==> src/rtl/pong_pkg.sv <==
// pong_pkg: game state encoding, field/paddle geometry and colours shared by the Pong pipeline
package pong_pkg;
  typedef enum logic [1:0] {IDLE = 2'd0, PLAY = 2'd1, MISS = 2'd2} game_state_t;
  localparam logic [9:0] FIELD_TOP    = 10'd34;
  localparam logic [9:0] FIELD_BOTTOM = 10'd516;
  localparam logic [9:0] FIELD_LEFT   = 10'd144;
  localparam logic [9:0] FIELD_RIGHT  = 10'd783;
  localparam logic [9:0] PADDLE_X_L   = 10'd150;
  localparam logic [9:0] PADDLE_X_R   = 10'd170;
  localparam logic [9:0] PADDLE_H     = 10'd40;
  localparam logic [9:0] PADDLE_Y0    = 10'd220;
  localparam logic [9:0] PADDLE_SPEED = 10'd4;
  localparam logic [9:0] PADDLE_MAX   = FIELD_BOTTOM - PADDLE_H + 10'd1;
  localparam logic [9:0] BALL_SIZE    = 10'd8;
  localparam logic [9:0] BALL_SPEED   = 10'd2;
  localparam logic [9:0] SERVE_X      = 10'd320;
  localparam logic [9:0] SERVE_Y      = 10'd271;
  localparam logic [9:0] V_TICK       = 10'd517;
  localparam logic [5:0] MISS_FRAMES  = 6'd60;
  localparam logic [11:0] COLOR_BG     = 12'h000;
  localparam logic [11:0] COLOR_WALL   = 12'hFFF;
  localparam logic [11:0] COLOR_PADDLE = 12'h0F0;
  localparam logic [11:0] COLOR_BALL   = 12'hF00;
endpackage

==> src/rtl/sync_2ff.sv <==
// sync_2ff: two-flop synchronizer for one asynchronous input bit
module sync_2ff (
  input  logic clk,
  input  logic rst_n,
  input  logic d,
  output logic q
);
  logic m;
  // shift the raw input through two flops to settle metastability
  always_ff @(posedge clk or negedge rst_n)
    if (!rst_n) {m, q} <= 2'b00;
    else {m, q} <= {d, m};
endmodule

==> src/rtl/pong_game_engine.sv <==
// pong_game_engine: per-frame ball/paddle update, collision resolution and hit scoring
module pong_game_engine import pong_pkg::*; (
  input  logic        clk,
  input  logic        rst_n,
  input  logic [9:0]  hCount,
  input  logic [9:0]  vCount,
  input  logic        btn_up,
  input  logic        btn_down,
  input  logic        btn_serve,
  output logic [9:0]  paddle_y,
  output logic [9:0]  ball_x,
  output logic [9:0]  ball_y,
  output logic [15:0] score,
  output logic [1:0]  game_state,
  output logic        miss
);
  game_state_t state, state_n;
  logic up_s, down_s, serve_s, serve_d, serve_pulse;
  logic cond, cond_d, tick, hit;
  logic dx, dy, dx_n, dy_n, miss_n;
  logic [9:0] paddle_n, bx_n, by_n;
  logic [15:0] score_n;
  logic [5:0] mcnt, mcnt_n;
  sync_2ff u_up    (.clk(clk), .rst_n(rst_n), .d(btn_up),    .q(up_s));
  sync_2ff u_down  (.clk(clk), .rst_n(rst_n), .d(btn_down),  .q(down_s));
  sync_2ff u_serve (.clk(clk), .rst_n(rst_n), .d(btn_serve), .q(serve_s));
  assign cond = vCount == V_TICK && hCount == 10'd0;
  assign serve_pulse = serve_s && !serve_d;
  assign game_state = state;
  assign hit = !dx && ball_x > PADDLE_X_R && ball_x - BALL_SPEED <= PADDLE_X_R &&
               ball_y + BALL_SIZE - 10'd1 >= paddle_y && ball_y <= paddle_y + PADDLE_H - 10'd1;
  // edge-detect the blanking condition into one tick per frame, and edge-detect serve
  always_ff @(posedge clk or negedge rst_n)
    if (!rst_n) {cond_d, tick, serve_d} <= 3'b000;
    else {cond_d, tick, serve_d} <= {cond, cond && !cond_d, serve_s};
  // next-state: paddle every tick, ball motion/collisions in PLAY, hold-off countdown in MISS
  always_comb begin
    state_n  = state;
    paddle_n = paddle_y;
    bx_n     = ball_x;
    by_n     = ball_y;
    dx_n     = dx;
    dy_n     = dy;
    score_n  = score;
    mcnt_n   = mcnt;
    miss_n   = 1'b0;
    if (tick && up_s && !down_s)
      paddle_n = paddle_y < FIELD_TOP + PADDLE_SPEED ? FIELD_TOP : paddle_y - PADDLE_SPEED;
    else if (tick && down_s && !up_s)
      paddle_n = paddle_y > PADDLE_MAX - PADDLE_SPEED ? PADDLE_MAX : paddle_y + PADDLE_SPEED;
    case (state)
      IDLE: if (serve_pulse) begin
        state_n = PLAY;
        score_n = 16'd0;
        dx_n    = 1'b1;
        dy_n    = 1'b1;
      end
      PLAY: if (tick) begin
        if (!dy) begin
          by_n = ball_y < FIELD_TOP + BALL_SPEED ? FIELD_TOP : ball_y - BALL_SPEED;
          dy_n = ball_y < FIELD_TOP + BALL_SPEED;
        end else begin
          by_n = ball_y + BALL_SPEED + BALL_SIZE - 10'd1 > FIELD_BOTTOM ? FIELD_BOTTOM - BALL_SIZE + 10'd1 : ball_y + BALL_SPEED;
          dy_n = !(ball_y + BALL_SPEED + BALL_SIZE - 10'd1 > FIELD_BOTTOM);
        end
        if (dx) begin
          bx_n = ball_x + BALL_SPEED + BALL_SIZE - 10'd1 > FIELD_RIGHT ? FIELD_RIGHT - BALL_SIZE + 10'd1 : ball_x + BALL_SPEED;
          dx_n = !(ball_x + BALL_SPEED + BALL_SIZE - 10'd1 > FIELD_RIGHT);
        end else if (hit) begin
          bx_n    = PADDLE_X_R + 10'd1;
          dx_n    = 1'b1;
          score_n = &score ? score : score + 16'd1;
        end else if (ball_x < FIELD_LEFT + BALL_SPEED) begin
          state_n = MISS;
          miss_n  = 1'b1;
          by_n    = ball_y;
          dy_n    = dy;
        end else
          bx_n = ball_x - BALL_SPEED;
      end
      MISS: if (tick) begin
        state_n = mcnt == MISS_FRAMES - 6'd1 ? IDLE : MISS;
        mcnt_n  = mcnt == MISS_FRAMES - 6'd1 ? 6'd0 : mcnt + 6'd1;
        bx_n    = mcnt == MISS_FRAMES - 6'd1 ? SERVE_X : ball_x;
        by_n    = mcnt == MISS_FRAMES - 6'd1 ? SERVE_Y : ball_y;
      end
      default: state_n = IDLE;
    endcase
  end
  // game state register
  always_ff @(posedge clk or negedge rst_n)
    if (!rst_n) begin
      state    <= IDLE;
      paddle_y <= PADDLE_Y0;
      ball_x   <= SERVE_X;
      ball_y   <= SERVE_Y;
      dx       <= 1'b1;
      dy       <= 1'b1;
      score    <= 16'd0;
      mcnt     <= 6'd0;
      miss     <= 1'b0;
    end else begin
      state    <= state_n;
      paddle_y <= paddle_n;
      ball_x   <= bx_n;
      ball_y   <= by_n;
      dx       <= dx_n;
      dy       <= dy_n;
      score    <= score_n;
      mcnt     <= mcnt_n;
      miss     <= miss_n;
    end
endmodule

==> config.mk <==
export PLATFORM = sky130hd
export DESIGN_NAME = pong_game_engine
export DESIGN_NICKNAME = d
export VERILOG_FILES = /design/src/rtl/pong_pkg.sv /design/src/rtl/sync_2ff.sv /design/src/rtl/pong_game_engine.sv
export SDC_FILE = /design/constraint.sdc
export NUM_CORES = 1
export LEC_CHECK = 0
export ABC_AREA = 0
export BUFFER_PORTS_ARGS = -buffer_cell sky130_fd_sc_hd__buf_2
export CAP_MARGIN = 20
export CORE_ASPECT_RATIO = 0.8
export CORE_MARGIN = 2
export CORE_UTILIZATION = 55
export DETAILED_ROUTE_END_ITERATION = 12
export PLACE_DENSITY = 0.78
export SLEW_MARGIN = 20
export SYNTH_ARGS = -nofsm -noshare
export SYNTH_HDL_FRONTEND = slang
export SYNTH_SLANG_ARGS = --single-unit
==> constraint.sdc <==
create_clock -name clk -period 9.8 [get_ports clk]
set_input_delay 0.49 -clock clk [delete_from_list [all_inputs] [get_ports clk]]
set_output_delay 0.49 -clock clk [all_outputs]
set_load 0.005 [all_outputs]
==> run metrics <==
status finished clean; sw power 150 µW; post-CTS sizing 0; commonest non-fill, non-tap cell in the layout buf_2; post-DP HPWL 10.6 mm; dpl cells 855; die area 10700 µm²; area share of and/or/nand/nor cells after synthesis 25.5%; Inserted Clock Buffers 9; vias per cell 6.19; clk sinks 66; Post-synth EDFFs 0; Synth Instances 679; GRT busiest layer met2; Placer Congestion 0.932; Critical Path Start paddle_y[4]$_DFFE_PN1P_; share of cells above drive strength 1 16.9%; CP required 10060 ps; vias in the first global route 5024; Sequential Power Share 42.1%; first-pass GRT wire length 24.9 mm; Multi-input gate area 3510 µm²; WHS 262 ps; Cell Area, Synth 5440 µm²; Hold Crit Class input pin to flop; Compound-Gate Fraction of Synth Area 22.5%; GR Util All Layers 29.2%; Tmin final 4170 ps; Synth cell types 70; Nets 794; DRC Markers 0; Iter 0 DRT Violations 525; clock root cell clkbuf_16; Antenna diodes 0; Seq/Total Area, Yosys 30.7%; Initial Util 56.4%; largest net degree at the start of global routing 67; clock share of power 52.2%; Max-cap violations 0; final slew viol count 0; worst skew pair latency 340 ps; Pleak 2.73 nW; period utilisation layout 42.6%; M1 GR Usage 41.8%; fmax 0.240 GHz; multiplexer share of the synthesized area 1.13%; Non-Filler Instances 870; setup TNS 0 ps; yosys warns 0; CTS Hold Bufs 0; Synth Area in Adders 8.97%; clk slew on worst S/H paths 60 ps; CTS tree done; M3 GR Usage 5.96%; total core area 9650 µm²; layout filler cell count 870; worst-path fanout max 11; I/O Pins 74; worst path arrival time 4430 ps; die width 115 µm; Initial DRT Pass Iterations 5; #FFs+latches synth 66; register area 1670 µm²; met2 usage 44.8%; Final Hold Viols 0; RSZ-0062 raised after global routing false; mean post-synth cell area 8.01 µm²; area growth from synthesis to layout 13.5%; post-synth net total 743; most frequent cells in the layout buf_2 (73), nand2_1 (67), nor2_1 (59), dfrtp_1 (52), a21oi_1 (48); total number of vias 5389; switching share of power 21.8%; Clock Skew 10.2 ps; Routed WL 14.9 mm; VDD IR-drop max 87.4 µV; # rows 32; Final setup viols 0; DRT antenna net count 0; Slew headroom 34.3%; initial antenna violation count 0; pwr dens 111 nW/µm²; total gr overflow 0; Max Buffers Root-to-Sink 2; worst slew pin tran 984 ps; R2R Path Start paddle_y[4]$_DFFE_PN1P_; chip height 93.0 µm; post-CTS setup buffer count 0; largest family of logic cells by synthesized area simple AND/OR/NAND/NOR gates; WS Path Type flop to flop; Async S/R FF share, synth 100%; Internal Power 538 µW; xor and xnor fraction of the mapped netlist area 6.28%; wire per inst 17.2 µm; HP Start btn_serve; fin util 64.0%; Crit. End Element flop; port bufs 73; Comb pwr share 5.6%; startpoint types flop; most common flop cell mapped by yosys dfrtp_1; H-tree levels 3
==> worst paths after layout <==
path                                              end  slack [ps]  depth (start not counted)
worst min-delay path              u_serve.m$_DFF_PN0_         260                          1
worst max register to register   score[6]$_DFFE_PN0P_        5630                         14
worst min register to register     u_down.q$_DFF_PN0_         350                          0
min in group asynchronous            cond_d$_DFF_PN0_         340                          2
worst max-delay path             score[6]$_DFFE_PN0P_        5630                         14
max in group asynchronous       ball_y[9]$_DFFE_PN0P_        8890                          2
==> critical path: stages, from the launching register on <==
cell and delay [ps]:
dfstp_2 590, clkinv_1 210, or3_1 440, nand2_1 110
nand2_1 70, xnor2_1 170, ha_1 270, a211oi_1 260
nor2_1 80, a2111oi_0 450, o22ai_1 270, o21ai_4 350
nand2_2 210, or4_1 470, a21oi_1 150
==> cells by family after synthesis <==
group | after synthesis
adder cells (fa/ha/maj) | 39
flip-flops | 66
multiplexers | 6
buffers and inverters | 65
XOR/XNOR | 39
AND/OR/NAND/NOR | 278
AO/OA/AOI/OAI | 186
==> per-layer routing <==
metal	wire, µm	vias to the layer above	share of wire (%)
met4	199	0	1.3
met2	6830	196	46
met3	1010	21	6.8
met5	0	-	0
met1	6900	2591	46
li1	-	2581	-
==> area by class of cell <==
type	count	share of cell area, %
multi-input cells	548	56.8
flip-flops and latches	66	27.0
repair buffers	76	6.28
clock buffers	13	4.38
well taps	136	2.76
inverters	29	1.76
clock inverters	2	0.973
==> synthesized netlist by cell type (14+ instances only) <==
library cell | instances | area share (%)
a21oi_1 | 48 | 4.4
clkbuf_1 | 25 | 1.7
dfrtp_1 | 52 | 24
dfstp_2 | 14 | 6.8
ha_1 | 39 | 9.0
inv_1 | 28 | 1.9
nand2_1 | 67 | 4.6
nand3_1 | 29 | 2.7
nand4_1 | 19 | 2.2
nor2_1 | 59 | 4.1
nor3_1 | 34 | 3.1
o21ai_0 | 41 | 3.8
xnor2_1 | 22 | 3.5
xor2_1 | 17 | 2.7
==> sequential cells by signal, summed over array words and instances, names as in the netlist, 2 cells and up <==
name and cells:
paddle_y 10, score 16, mcnt 6, ball_x 10
ball_y 10, game_state 2
==> through the flow <==
step / total power, mW / worst slack, ps / cell area [µm²]
6_report: 0.688 / 5630 / 6170
4_1_cts: 0.695 / 5660 / 6170
3_5_place_dp: 0.333 / 5660 / 5840
5_1_grt: 0.715 / 5290 / 6170
3_3_place_gp: 0.331 / 5820 / 5840
2_1_floorplan: 0.312 / 6200 / 5440
==> power groups by stage <==
stage               logic (mW)  registers [mW]  clock network, mW
global route            0.0453           0.291              0.378
detailed placement      0.0394           0.294                  0
CTS                     0.0396           0.289              0.366
finish                  0.0388           0.290              0.359
global placement        0.0373           0.294                  0
floorplan               0.0224           0.289                  0
Power figures use the tool's default switching activity.
